<file path="src/rtl/cpu_rd_mb.sv">
// Multi-beat CPU read engine: splits a host read into memory beats and buffers
// the returned words in a FIFO whose free space gates new beat requests.
module cpu_rd_mb #(
  parameter int DW        = 32,
  parameter int MAX_BEATS = 4,
  parameter int DEPTH     = 4,
  parameter int LW        = (MAX_BEATS > 1) ? $clog2(MAX_BEATS) : 1
) (
  input  logic          mem_clk,
  input  logic          hreset_n,
  input  logic          g_memrd,
  input  logic          h_svga_sel,
  input  logic          c_misc_b1,
  input  logic [LW-1:0] rd_beats,
  input  logic          cpu_rd_gnt,
  output logic          cpu_rd_req,
  output logic          cpu_rd_svga_req,
  input  logic          svga_ack,
  input  logic          mem_data_valid,
  input  logic [DW-1:0] m_t_mem_data_in,
  input  logic          g_data_pop,
  output logic [DW-1:0] g_graph_data_in,
  output logic          g_data_avail,
  output logic          m_memrd_ready_n,
  output logic          m_cpurd_s0,
  output logic [2:0]    cpurd_state,
  output logic          rd_err
);

  localparam int CW = $clog2(DEPTH) + 1;
  localparam int PW = $clog2(DEPTH);
  localparam logic [CW:0]   DEPTH_X = (CW+1)'(DEPTH);
  localparam logic [CW-1:0] DEPTH_C = CW'(DEPTH);

  typedef enum logic [2:0] {
    S_IDLE  = 3'b000,
    S_REQ   = 3'b001,
    S_ISSUE = 3'b011,
    S_WAIT  = 3'b111,
    S_DONE  = 3'b110
  } state_t;

  state_t        state_q, state_d;
  logic [LW-1:0] beats_left_q, beats_left_d;
  logic [CW-1:0] outstanding_q, outstanding_d;
  logic [CW-1:0] fifo_count_q, fifo_count_d;
  logic [PW-1:0] wr_ptr_q, wr_ptr_d;
  logic [PW-1:0] rd_ptr_q, rd_ptr_d;
  logic          rd_err_q, rd_err_d;
  logic [DW-1:0] mem_q [DEPTH];

  logic          start, accept, ret_ok, full, push, pop;
  logic [CW:0]   in_flight;

  always_comb begin
    start         = g_memrd & h_svga_sel & c_misc_b1;
    // Credit counts both buffered words and beats still owed by memory.
    in_flight     = {1'b0, fifo_count_q} + {1'b0, outstanding_q};
    cpu_rd_svga_req = (state_q == S_ISSUE) && (in_flight < DEPTH_X);
    accept        = cpu_rd_svga_req & svga_ack;
    ret_ok        = mem_data_valid & ((outstanding_q != '0) | accept);
    full          = (fifo_count_q == DEPTH_C);
    push          = ret_ok & ~full;
    pop           = g_data_pop & (fifo_count_q != '0);

    outstanding_d = outstanding_q + CW'(accept) - CW'(ret_ok);
    fifo_count_d  = fifo_count_q + CW'(push) - CW'(pop);
    wr_ptr_d      = wr_ptr_q + PW'(push);
    rd_ptr_d      = rd_ptr_q + PW'(pop);
    rd_err_d      = rd_err_q | (mem_data_valid & ~ret_ok) | (ret_ok & full);

    state_d       = state_q;
    beats_left_d  = beats_left_q;
    case (state_q)
      S_IDLE: if (start) begin
        beats_left_d = rd_beats;
        state_d      = S_REQ;
      end
      S_REQ:   if (cpu_rd_gnt) state_d = S_ISSUE;
      S_ISSUE: if (accept) begin
        if (beats_left_q == '0) state_d = S_WAIT;
        else                    beats_left_d = beats_left_q - LW'(1);
      end
      S_WAIT:  if (outstanding_q == '0) state_d = S_DONE;
      S_DONE:  if (fifo_count_d == '0) state_d = S_IDLE;
      default: state_d = S_IDLE;
    endcase
  end

  always_ff @(posedge mem_clk) begin
    if (!hreset_n) begin
      state_q       <= S_IDLE;
      beats_left_q  <= '0;
      outstanding_q <= '0;
      fifo_count_q  <= '0;
      wr_ptr_q      <= '0;
      rd_ptr_q      <= '0;
      rd_err_q      <= 1'b0;
    end else begin
      state_q       <= state_d;
      beats_left_q  <= beats_left_d;
      outstanding_q <= outstanding_d;
      fifo_count_q  <= fifo_count_d;
      wr_ptr_q      <= wr_ptr_d;
      rd_ptr_q      <= rd_ptr_d;
      rd_err_q      <= rd_err_d;
    end
  end

  // Storage is not reset; the count alone decides what is valid.
  always_ff @(posedge mem_clk) begin
    if (push) mem_q[wr_ptr_q] <= m_t_mem_data_in;
  end

  assign cpu_rd_req      = (state_q == S_REQ) || (state_q == S_ISSUE) || (state_q == S_WAIT);
  assign m_cpurd_s0      = (state_q == S_IDLE);
  assign cpurd_state     = state_q;
  assign g_data_avail    = (fifo_count_q != '0);
  assign m_memrd_ready_n = ~g_data_avail;
  assign g_graph_data_in = mem_q[rd_ptr_q];
  assign rd_err          = rd_err_q;

endmodule

</file>
<file path="config.mk">
export PLATFORM = sky130hd
export DESIGN_NAME = cpu_rd_mb
export DESIGN_NICKNAME = d
export VERILOG_FILES = /design/src/rtl/cpu_rd_mb.sv
export SDC_FILE = /design/constraint.sdc
export NUM_CORES = 1
export LEC_CHECK = 0
export CORE_MARGIN = 2
export CORE_UTILIZATION = 25
export CTS_BUF_LIST = sky130_fd_sc_hd__clkbuf_8
export CTS_CLUSTER_DIAMETER = 50
export DETAILED_ROUTE_END_ITERATION = 16
export SYNTH_ARGS = -nofsm -noshare
export SYNTH_HDL_FRONTEND = slang
export SYNTH_SLANG_ARGS = --single-unit
</file>
<file path="constraint.sdc">
create_clock -name mem_clk -period 9.54 [get_ports mem_clk]
set_clock_uncertainty 0.2 [all_clocks]
set_input_delay 2.385 -clock mem_clk [delete_from_list [all_inputs] [get_ports mem_clk]]
set_output_delay 2.385 -clock mem_clk [all_outputs]
set_load 0.02 [all_outputs]
</file>
==> After elaboration in Yosys (flattened, before gate mapping) <==
Memory sizes are Yosys's and may differ from the RTL's. A register that Yosys moved wholly into a read port is not among the register bits.
Cells that the tools add are included.
{ "word_totals": {"regBits": 16, "mem_bits_rw": 128, "in_bits": 43, "mem_count": 1} }
{ "memory_table": {"columns": ["memory", "depth", "word_bits", "rd", "rd_clocked_by_memory_dff", "write_ports", "line_no", "rtl"], "rows": [
  ["mem_q", 4, 32, 1, 1, 1, "50", "logic [DW-1:0] mem_q [DEPTH];"]
]} }
{ "op_classes": {"addsub": 8, "magnitude_cmp": 1, "eq_ne": 12, "muxes": 14, "bitwise": 14, "n_reduce_logical": 12} }
{ "ops": {"columns": ["op", "count"], "rows": [
  ["two-way mux 3 bit", 6],
  ["case mux 3 bit (5 select lines)", 1],
  ["inequality test 2 bit (second input constant)", 5],
  ["== test 3 bit (second input constant)", 3],
  ["zero test 3 bit", 3],
  ["AND 1 bit", 8],
  ["two-way mux 2 bit", 4],
  ["adder 3 x 1 -> 3 bit", 2],
  ["AND reduction 6 bit", 1],
  ["nonzero test 3 bit", 2],
  ["subtractor 3 x 1 -> 3 bit", 2],
  ["adder 2 x 1 -> 2 bit", 2],
  ["adder 3 x 3 -> 4 bit", 1],
  ["less-than comparator 4 x 3 -> 1 bit (second input constant)", 1],
  ["inequality test 2 x 1 -> 1 bit (second input constant)", 2],
  ["case mux 2 bit (2 select lines)", 1],
  ["AND reduction 4 bit", 1],
  ["== test 3 x 1 -> 1 bit (second input constant)", 1],
  ["== test 3 x 2 -> 1 bit (second input constant)", 1],
  ["inverter 1 bit", 3],
  ["bitwise OR 1 bit", 3],
  ["zero test 2 bit", 1],
  ["logical OR 1 bit", 2],
  ["two-way mux 1 bit", 2],
  ["3 further kinds", 3]
]} }

==> Logic depth before layout (Yosys ltp) <==
{ "logic_depth": {"word_depth": 12, "depth_mapped": 13} }

==> Worst setup path before layout <==
Ideal clock, no wire load.
{ "synth_timing": {"kind": "input to register", "start": "input svga_ack", "end": "memory mem_q[0][0] (enable)", "setup_ps": 461, "arrival_ps": 5064, "required_ps": 8879, "slack_ps": 3814, "cell_stages": 3, "path_buffers": 0, "path_cell_list": "nand4_4 -> a211o_4 -> nor3_1"} }
{ "synth_via": {"elab_chain_len": 6} }
{ "synth_lines": {"columns": ["item", "line_no", "rtl"], "rows": [
  ["start, declared", "18", "input logic svga_ack,"],
  ["AND 1 bit", "60", "accept = cpu_rd_svga_req & svga_ack;"],
  ["bitwise OR 1 bit", "61", "ret_ok = mem_data_valid & ((outstanding_q != '0) | accept);"],
  ["AND 1 bit", "61", null],
  ["AND 1 bit", "63", "push = ret_ok & ~full;"],
  ["two-way mux 1 bit", "112", "if (push) mem_q[wr_ptr_q] <= m_t_mem_data_in;"],
  ["two-way mux 1 bit (implied by the code)", "112", null],
  ["end, declared", "50", null]
]} }
No other way between the ends.

==> flow_summary_export.csv <==
group,metric,value,unit
route,drc,0,
clock_tree,insertion_delay,0.44,ns
clock_tree,clk_pin_slew,0.08,ns
global_route,grt.met1_usage,11.2,%
pwr,p_leak,2.29,nW
floorplan,die_w,153,um
placement,port_buffers,83,
setup_path,crit_type,"flop to output port",
route,wirelength,10.9,mm
route,drtIter0Drc,115,
synthesis,syn_nets,326,
clock_tree,cts-htree-levels,4,
setup_path,worst-endpoint-arrival,2.77,ns
timing,setup_viol,0,
clock_tree,cts.sinks,144,
setup_path,ff2ff_path_depth,13,
synthesis,synth_cell_types,41,
clock_tree,cts_hold_buf,0,
status,outcome,"finished, final reports clean",
setup_path,r2r_end,"cpurd_state[2]",
floorplan,num_rows,54,
synthesis,synth_top_area_cell,"edfxtp_1",
synthesis,synthTopCellsByCount,"128 x edfxtp_1, 32 x mux4_2, 16 x dfxtp_1",
setup_path,slowest_delay,0.73,ns
setup_path,endpoint_kind,"output port",
synthesis,ys_seq_area_share,74.7,%
timing,slew_headroom,37.4,%
worst_hold_path,hold_start,"rd_err",
global_route,gr-usage-met3,3.52,%
clock_tree,cts_tree,"done",
synthesis,async_flop_share,0,%
route,wl_per_cell,16.5,um
synthesis,yosysWarnings,0,
layout,drive_gt1_share,20.7,%
global_route,grt_max_degree,34,
synthesis,synth_edf_count,128,
floorplan,die_area,23500,um^2
global_route,grt_use_total,9.79,%
timing,setup_tns,0,ns
placement,dpl.hpwl,7.04,mm
layout,diodes,0,
synthesis,syn_avg_cell_area,20.5,um^2
floorplan,start_util,25.5,%
layout,synthToLayoutAreaGrowth,28.4,%
global_route,grt.busiest_layer,"met2",
setup_path,crit_fanout,17,
synthesis,synth_cells,272,
clock_tree,cts-root-buf,"clkbuf_8",
route,firstDrtPassIters,4,
clock_tree,cts_resized,0,
global_route,grt_util_met2,16.7,%
timing,finalCritPeriodShare,56.1,%
setup_path,required,6.96,ns
synthesis,yosysMostFrequentCell,"edfxtp_1",
worst_hold_path,min_path_type,"flop to flop",
clock_tree,numCtsBuffers,17,
pwr,p_per_area,265,nW/um^2
synthesis,yosys.area.top_type_share,69.0,%
placement,gp_congestion,0.773,
pwr,ir_drop,0.0000841,V
run,max_cap_violations,0,
worst_hold_path,min_path_cells,2,
synthesis,synth-seq-cells,144,
clock_tree,postCtsSetupBuffers,0,
route,vias,2816,
clock_tree,cts_buffer_depth,2,
route,vias_per_cell,4.26,
setup_path,crit_path_top_delay_cell,"dfxtp_2",
floorplan,die-height,153,um
floorplan,core-area,21800,um^2
timing,whs,0.294,ns
floorplan,pin_count,84,
timing,max_freq,187,MHz
global_route,antenna_found_initial,0,
setup_path,worstReg2RegStart,"fifo_count_q[1]",
synthesis,synth_ff_type,"edfxtp_1",
timing,rsz0062_at_grt,"no",
global_route,overflow,0,
timing,finalHoldViolations,0,
global_route,grt_pass1_vias,3147,
route,ant_nets,0,
worst_hold_path,min_to,"rd_err",
timing,maxSlewViolCount,0,
setup_path,start_kind,"flop",
global_route,grt_pass1_wl,17.2,mm
timing,worstMarginPinSlew,0.939,ns
synthesis,syn_area,5570,um^2
setup_path,r2r_slack,6.17,ns
setup_path,cp_cell_sequence,"buf_4, mux4_2, clkdlybuf4s50_1",
timing,period_minus_slack,5.35,ns
synthesis,synth_top_cells_by_area,"edfxtp_1 69%, mux4_2 13%, dfxtp_1 5.7%",
layout,final_net_count,422,
## area by class of cell
class                   count  area [um^2]
clock buffers              17          234
clock inverters            15          160
fillers                  2105        14700
inverters                  12         45.0
multi-input cells         105         1330
flip-flops and latches    144         4170
well taps                 280          350
repair buffers             88          868
## power by group
part	switching, mW	internal, mW	leakage [nW]	total (mW)
clock	0.240	0.236	0.199	0.476
sequential	0.0574	0.775	1.29	0.832
combinational	0.279	0.308	0.800	0.587
## worst max-delay path by stage
| stage | startpoint | to | cells past startpoint |
|---|---|---|---|
| final | rd_ptr_q[0] | g_graph_data_in[0] | 3 |
| after detailed placement | svga_ack | cpurd_state[2] | 12 |
| after CTS | rd_ptr_q[0] | g_graph_data_in[0] | 3 |
| after floorplan | svga_ack | mem_q[0][0] | 3 |
| after global placement | svga_ack | cpurd_state[2] | 12 |
| after global routing | rd_ptr_q[0] | g_graph_data_in[0] | 3 |
## per-layer routing
| metal | routed length [um] | vias to the layer above |
|---|---|---|
| li1 | - | 1289 |
| met2 | 5520 | 71 |
| met4 | 167 | 0 |
| met5 | 0 | - |
| met1 | 4620 | 1445 |
| met3 | 599 | 11 |
## registers in the layout, indices dropped and copies added, names as in the netlist
register / flops
rd_err: 1
mem_q: 128
fifo_count_q: 3
outstanding_q: 3
beats_left_q: 2
cpurd_state: 3
rd_ptr_q: 2
wr_ptr_q: 2
## cell usage in the layout, fill, tap and decap left out, types with 2 or more instances in the layout
cell type        count
a21oi_1              3
and2_1               5
buf_4                5
bufinv_16            2
clkbuf_8            17
clkdlybuf4s50_1     83
clkinv_1             3
clkinv_2             2
clkinv_4             4
dfxtp_1             14
dfxtp_2              2
edfxtp_1           128
fa_1                 2
ha_1                 9
inv_1               10
inv_6                2
inv_8                2
mux4_2              32
nand2_1              4
nand3_1              5
nand3b_1             3
nand4_1              2
nor2_1               9
nor3_1               2
nor3b_4              2
nor4_1               2
o21ai_0              2
or3_1                2
xnor2_1              3
## critical path: cells and delay by family, from the launching register on
family                 cells  cell delay, ns
buffers and inverters      2            1.02
DFF                        1            0.73
muxes                      1            0.57
## kinds of logic after synthesis
family                     share of synthesized area (%)
DFF                                                 74.7
and+or+nand+nor                                     5.10
muxes                                               12.9
buffers and inverters                               1.77
AOI/OAI and AO/OA                                   1.71
adders and majority gates                           2.74
xor gates and xnor gates                            1.03
## through the flow
stage	util, %	setup slack, ns	cells	power, mW	cell area [um^2]
2_1_floorplan	-	3.81	272	1.19	5570
3_3_place_gp	31.0	4.21	629	1.44	6760
3_5_place_dp	31.0	4.13	629	1.45	6760
4_1_cts	32.8	4.01	661	1.93	7150
5_1_grt	32.8	3.93	661	2.00	7150
6_report	32.8	4.19	661	1.90	7150
(Power assumes the default switching activity.)
==> variant 1 (config.mk and constraints unchanged) <==
Change the parameter `DEPTH` from 4 to 2.
--- a/src/rtl/cpu_rd_mb.sv
+++ b/src/rtl/cpu_rd_mb.sv
@@ -3,7 +3,7 @@
 module cpu_rd_mb #(
   parameter int DW        = 32,
   parameter int MAX_BEATS = 4,
-  parameter int DEPTH     = 4,
+  parameter int DEPTH     = 2,
   parameter int LW        = (MAX_BEATS > 1) ? $clog2(MAX_BEATS) : 1
 ) (
   input  logic          mem_clk,
Function: changed (a bounded check fails within 10 cycles, from zero or initial values and one cycle with hreset_n low).
==> variant 1 against the original RTL <==
  * Sequential cell count shrank 67
  * Cell area is 40% lower
  * Global-route usage down 0.32 points
  * Synthesized cell count is 32% lower
  * Setup slack improved by 0.59 ns
  * Wire length fell by 45%
  * Area after synthesis shrank 45%
  * Power shrank 40%
  * Sequential power is 44% lower
  * Critical path depth rose by 9
  * Fmax up 12%
  * Die area down 44%
  * Critical path type is now in2reg
  * Largest cell class unchanged
  * Largest power group unchanged
==> variant 1: results (changes against the original RTL) <==
POST_SYNTH_NUM_CELL_TYPES=31  # -24%
MAX-VDD-IR-DROP_uV=116  # +38%
POSTSYNTHREGISTERBITS=77  # -47%
GLOBALROUTEMET1UTIL=0.102  # -0.00916
DETAIL_ROUTE.WIRELENGTH.MET1_MM=2.44  # -47%
POST_SYNTH_TOP_CELLS='64 x sky130_fd_sc_hd__edfxtp_1, 32 x sky130_fd_sc_hd__mux2_2, 13 x sky130_fd_sc_hd__dfxtp_1'
POST_SYNTH_INST_COUNT=185  # -32%
NET_TOTAL_IN_THE_FINAL_LAYOUT=325  # -23%
LAYOUT.NON_CLOCK_BUFFERS=83  # -5.7%
STATUS='complete, no violations'
NETLIST_TOP_CELLS_AREA='sky130_fd_sc_hd__edfxtp_1 62%, sky130_fd_sc_hd__mux2_2 12%, sky130_fd_sc_hd__dfxtp_1 8.4%'
AREA_GROW_SYN2LAYOUT_PCT=39.5
PLACED_CELL_AREA_UM2=4080  # -40%
VIASPERCELL=4.23  # -0.65%
BUFAREASHARENONCLOCK=0.193  # +0.0716
POWER_DENSITY_OVER_CELL_AREA_nW_PER_UM2=264  # -0.21%
SUM_OF_ROUTED_WIRE_LENGTH_OVER_ALL_LAYERS_MM=6.04  # -45%
CLK_LATENCY_NS=0.34  # -0.10 ns
SEQ_AREA_FRAC_SYNTH=0.707  # -0.0400
GRT_USE_MET2=0.164  # -0.00257
CLKCELLAREAFRAC=0.0514  # -0.00366
VIAS_IN_THE_FIRST_GLOBAL_ROUTE=1900  # -40%
CRITICAL_PATH_PEAK_FANOUT=3  # -14
SYNTH_EDF_COUNT=64  # -50%
NONCLOCKINVERTERCOUNT=8  # -4
SEQ_SHARE=0.507  # -0.0754
DRT-PASS1-ITER-COUNT=3  # -1
FF2FF_SETUP_SLACK_NS=6.25  # +0.08 ns
GROUTE.USAGE.OVERALL=0.0946  # -0.00322
POST_DRT_WL_PER_CELL_UM=14.2  # -14%
DPL.HPWL_MM=4.12  # -41%
CTS_MADE_BUFFERS=9  # -8
FINALWEIGHTEDCONGESTION=0.779  # +0.78%
WORST_SLEW_MARGIN_REL=0.455  # +0.0813
WORSTREG2REGSTART='fifo_count_q[0]'
CRITICAL_PATH.STARTPOINT='svga_ack'
SYNTH.NET_COUNT=236  # -28%
GROUTE.LAYER.MET3.USAGE=0.0358  # +0.000689
LAYOUT.FILLER_CELLS=1182  # -44%
GRT_START_MAX_NET_PINS=33  # -2.9%
-- variant 1: cell count changes in the layout (fill, tap and decap cells not counted), sizes merged, moves of 5 or more --
cell    before  now
buf          5    0
nor2         9    4
inv         15   10
mux2         0   32
clkinv       9    2
mux4        32    0
clkbuf      17    9
edfxtp     128   64
-- variant 1: power breakdown --
part           switching, W  internal (W)  total (W)  leakage (nW)
logic              0.000194      0.000212   0.000406         0.709
clock network      0.000120      0.000149   0.000269         0.108
registers         0.0000374      0.000426   0.000464         0.682
-- variant 1: kinds of logic after synthesis --
kind of cell | share of synthesized area
DFF | 0.707
and+or+nand+nor | 0.0722
muxes | 0.120
AOI/OAI and AO/OA | 0.0345
buffers and inverters | 0.0170
adders and majority gates | 0.0349
xor gates and xnor gates | 0.0142
-- variant 1: worst max-delay path, cell delays in order --
cell	delay, ns
sky130_fd_sc_hd__clkdlybuf4s50_1	0.46
sky130_fd_sc_hd__or3b_1	0.37
sky130_fd_sc_hd__or2_4	0.26
sky130_fd_sc_hd__a21boi_4	0.14
sky130_fd_sc_hd__nand2_1	0.07
sky130_fd_sc_hd__ha_1	0.27
sky130_fd_sc_hd__inv_1	0.04
sky130_fd_sc_hd__ha_1	0.18
sky130_fd_sc_hd__xnor2_1	0.19
sky130_fd_sc_hd__xnor2_1	0.11
sky130_fd_sc_hd__nor3_1	0.21
sky130_fd_sc_hd__o22ai_1	0.10
-- variant 1: stage by stage --
step / hold WS, ns / worst slack, ns
finish: 0.264 / 4.78
detailed placement: 0.249 / 4.35
CTS: 0.268 / 4.71
floorplan: 0.272 / 4.84
global route: 0.301 / 4.55
global placement: 0.246 / 4.40
==> variant 2 (config.mk and constraints unchanged) <==
Made on the original files. Put one more register stage on the output `rd_err`. The value now appears one clock later. The other outputs are not delayed to match.
--- a/src/rtl/cpu_rd_mb.sv
+++ b/src/rtl/cpu_rd_mb.sv
@@ -118,7 +118,9 @@
   assign g_data_avail    = (fifo_count_q != '0);
   assign m_memrd_ready_n = ~g_data_avail;
   assign g_graph_data_in = mem_q[rd_ptr_q];
-  assign rd_err          = rd_err_q;
+  always_ff @(posedge mem_clk) begin
+    rd_err <= rd_err_q;
+  end
 
 endmodule
 
Behaviour: not the same (Yosys sat finds a counterexample within 4 cycles, from zero or initial values and one cycle with hreset_n low).
==> variant 2 against the original RTL <==
  * Count of clock-buffer cells in the layout is the same
  * Non-clock buffer count stayed put
  * Sequential cell count increased by 1
  * Critical path depth unchanged
  * Largest power group unchanged
  * Power is 1.8% lower
  * Cell area decreased by 0.23%
  * Setup slack better by 0.25 ns
  * First-iteration DRC count grew 83%
  * Area after synthesis rose by 0.36%
  * Sequential share of layout area grew 0.41 points
  * Cell count up 0.15%
  * Wire length about the same
==> variant 2: results (changes against the original RTL) <==
STATUS='complete, no violations'
ARRIVAL_NS=2.52  # -0.25 ns
DP_WORST_SETUP_SLACK_NS=4.10  # -0.0275 ns
FINALWEIGHTEDCONGESTION=0.739  # -4.5%
CRIT_PATH_MAX_INCR_DELAY_NS=0.64  # -0.09 ns
FF2FF_SETUP_SLACK_NS=6.12  # -0.05 ns
POST_SYNTH_TOP_CELLS='128 x sky130_fd_sc_hd__edfxtp_1, 32 x sky130_fd_sc_hd__mux4_2, 17 x sky130_fd_sc_hd__dfxtp_1'
POWER_DENSITY_OVER_CELL_AREA_nW_PER_UM2=261  # -1.6%
HOLD_PATH_END='rd_err'
WORST_SLEW_MARGIN_REL=0.364  # -0.00973
POST_DRT_WL_PER_CELL_UM=16.5  # about the same
NETLIST_TOP_CELLS_AREA='sky130_fd_sc_hd__edfxtp_1 69%, sky130_fd_sc_hd__mux4_2 13%, sky130_fd_sc_hd__dfxtp_1 6.1%'
POWER.CLOCK.TOTAL_W=0.000430  # -9.7%
LAYOUT-DRIVE-GT1-SHARE=0.209  # +0.00208
P_LEAK_nW=2.29  # -0.17%
NET_TOTAL_IN_THE_FINAL_LAYOUT=423  # +0.24%
DRT-INITIAL-DRC-COUNT=210  # +83%
GRT_USE_MET2=0.155  # -0.0117
INTERNAL-POWER_W=0.00128  # -3.2%
GRT_FIRST_PASS_WIRELENGTH_MM=17.1  # -0.56%
HOLD_PATH_STARTPOINT='rd_err_q'
VIASPERCELL=4.26  # about the same
PLACED_CELL_AREA_UM2=6780  # +0.30%
FINALHOLDWORSTSLACK_NS=0.163  # -0.131 ns
GROUTE.USAGE.OVERALL=0.0969  # -0.00101
CRITICAL-PATH-SLOWEST-CELL='sky130_fd_sc_hd__mux4_2'
SYNTH.NET_COUNT=327  # +0.31%
MET2_WIRELENGTH_MM=5.27  # -4.5%
MAX-VDD-IR-DROP_uV=95.8  # +14%
SUM_OF_ROUTED_WIRE_LENGTH_OVER_ALL_LAYERS_MM=10.9  # about the same
DETAIL_ROUTE.WIRELENGTH.MET1_MM=4.87  # +5.5%
WORSTREG2REGSTART='outstanding_q[2]'
POWER.SHARE.SEQUENTIAL=0.441  # +0.002
CRITICAL_PATH_PEAK_FANOUT=33  # +16
VIAS_IN_THE_FIRST_GLOBAL_ROUTE=3125  # -0.70%
## variant 2: cell types whose count changed after synthesis, sizes merged
cell / before / now
dfxtp: 16 / 17
## variant 2: worst max-delay path by stage
stage	from	end	slack (ns)	cells past startpoint
2_1_floorplan	svga_ack	mem_q[0][0]	3.81	3
3_3_place_gp	svga_ack	cpurd_state[2]	4.22	12
3_5_place_dp	svga_ack	cpurd_state[2]	4.10	12
4_1_cts	rd_ptr_q[0]	g_graph_data_in[27]	4.33	3
5_1_grt	rd_ptr_q[0]	g_graph_data_in[27]	4.26	3
6_report	rd_ptr_q[0]	g_graph_data_in[27]	4.43	3
## variant 2: cell families after synthesis
family          synth area share
fa+ha+maj                 0.0273
simple gates              0.0508
compound gates            0.0170
xor+xnor                  0.0103
mux                        0.129
buf+inv                   0.0177
flops                      0.748
## variant 2: area by class of cell
cell class	instances	area, um^2
tap	280	350
inverter	12	45.0
clock inverter	15	124
sequential	145	4190
fill	2111	14800
multi-input combinational	105	1330
clock buffer	17	234
timing repair buffer	88	868
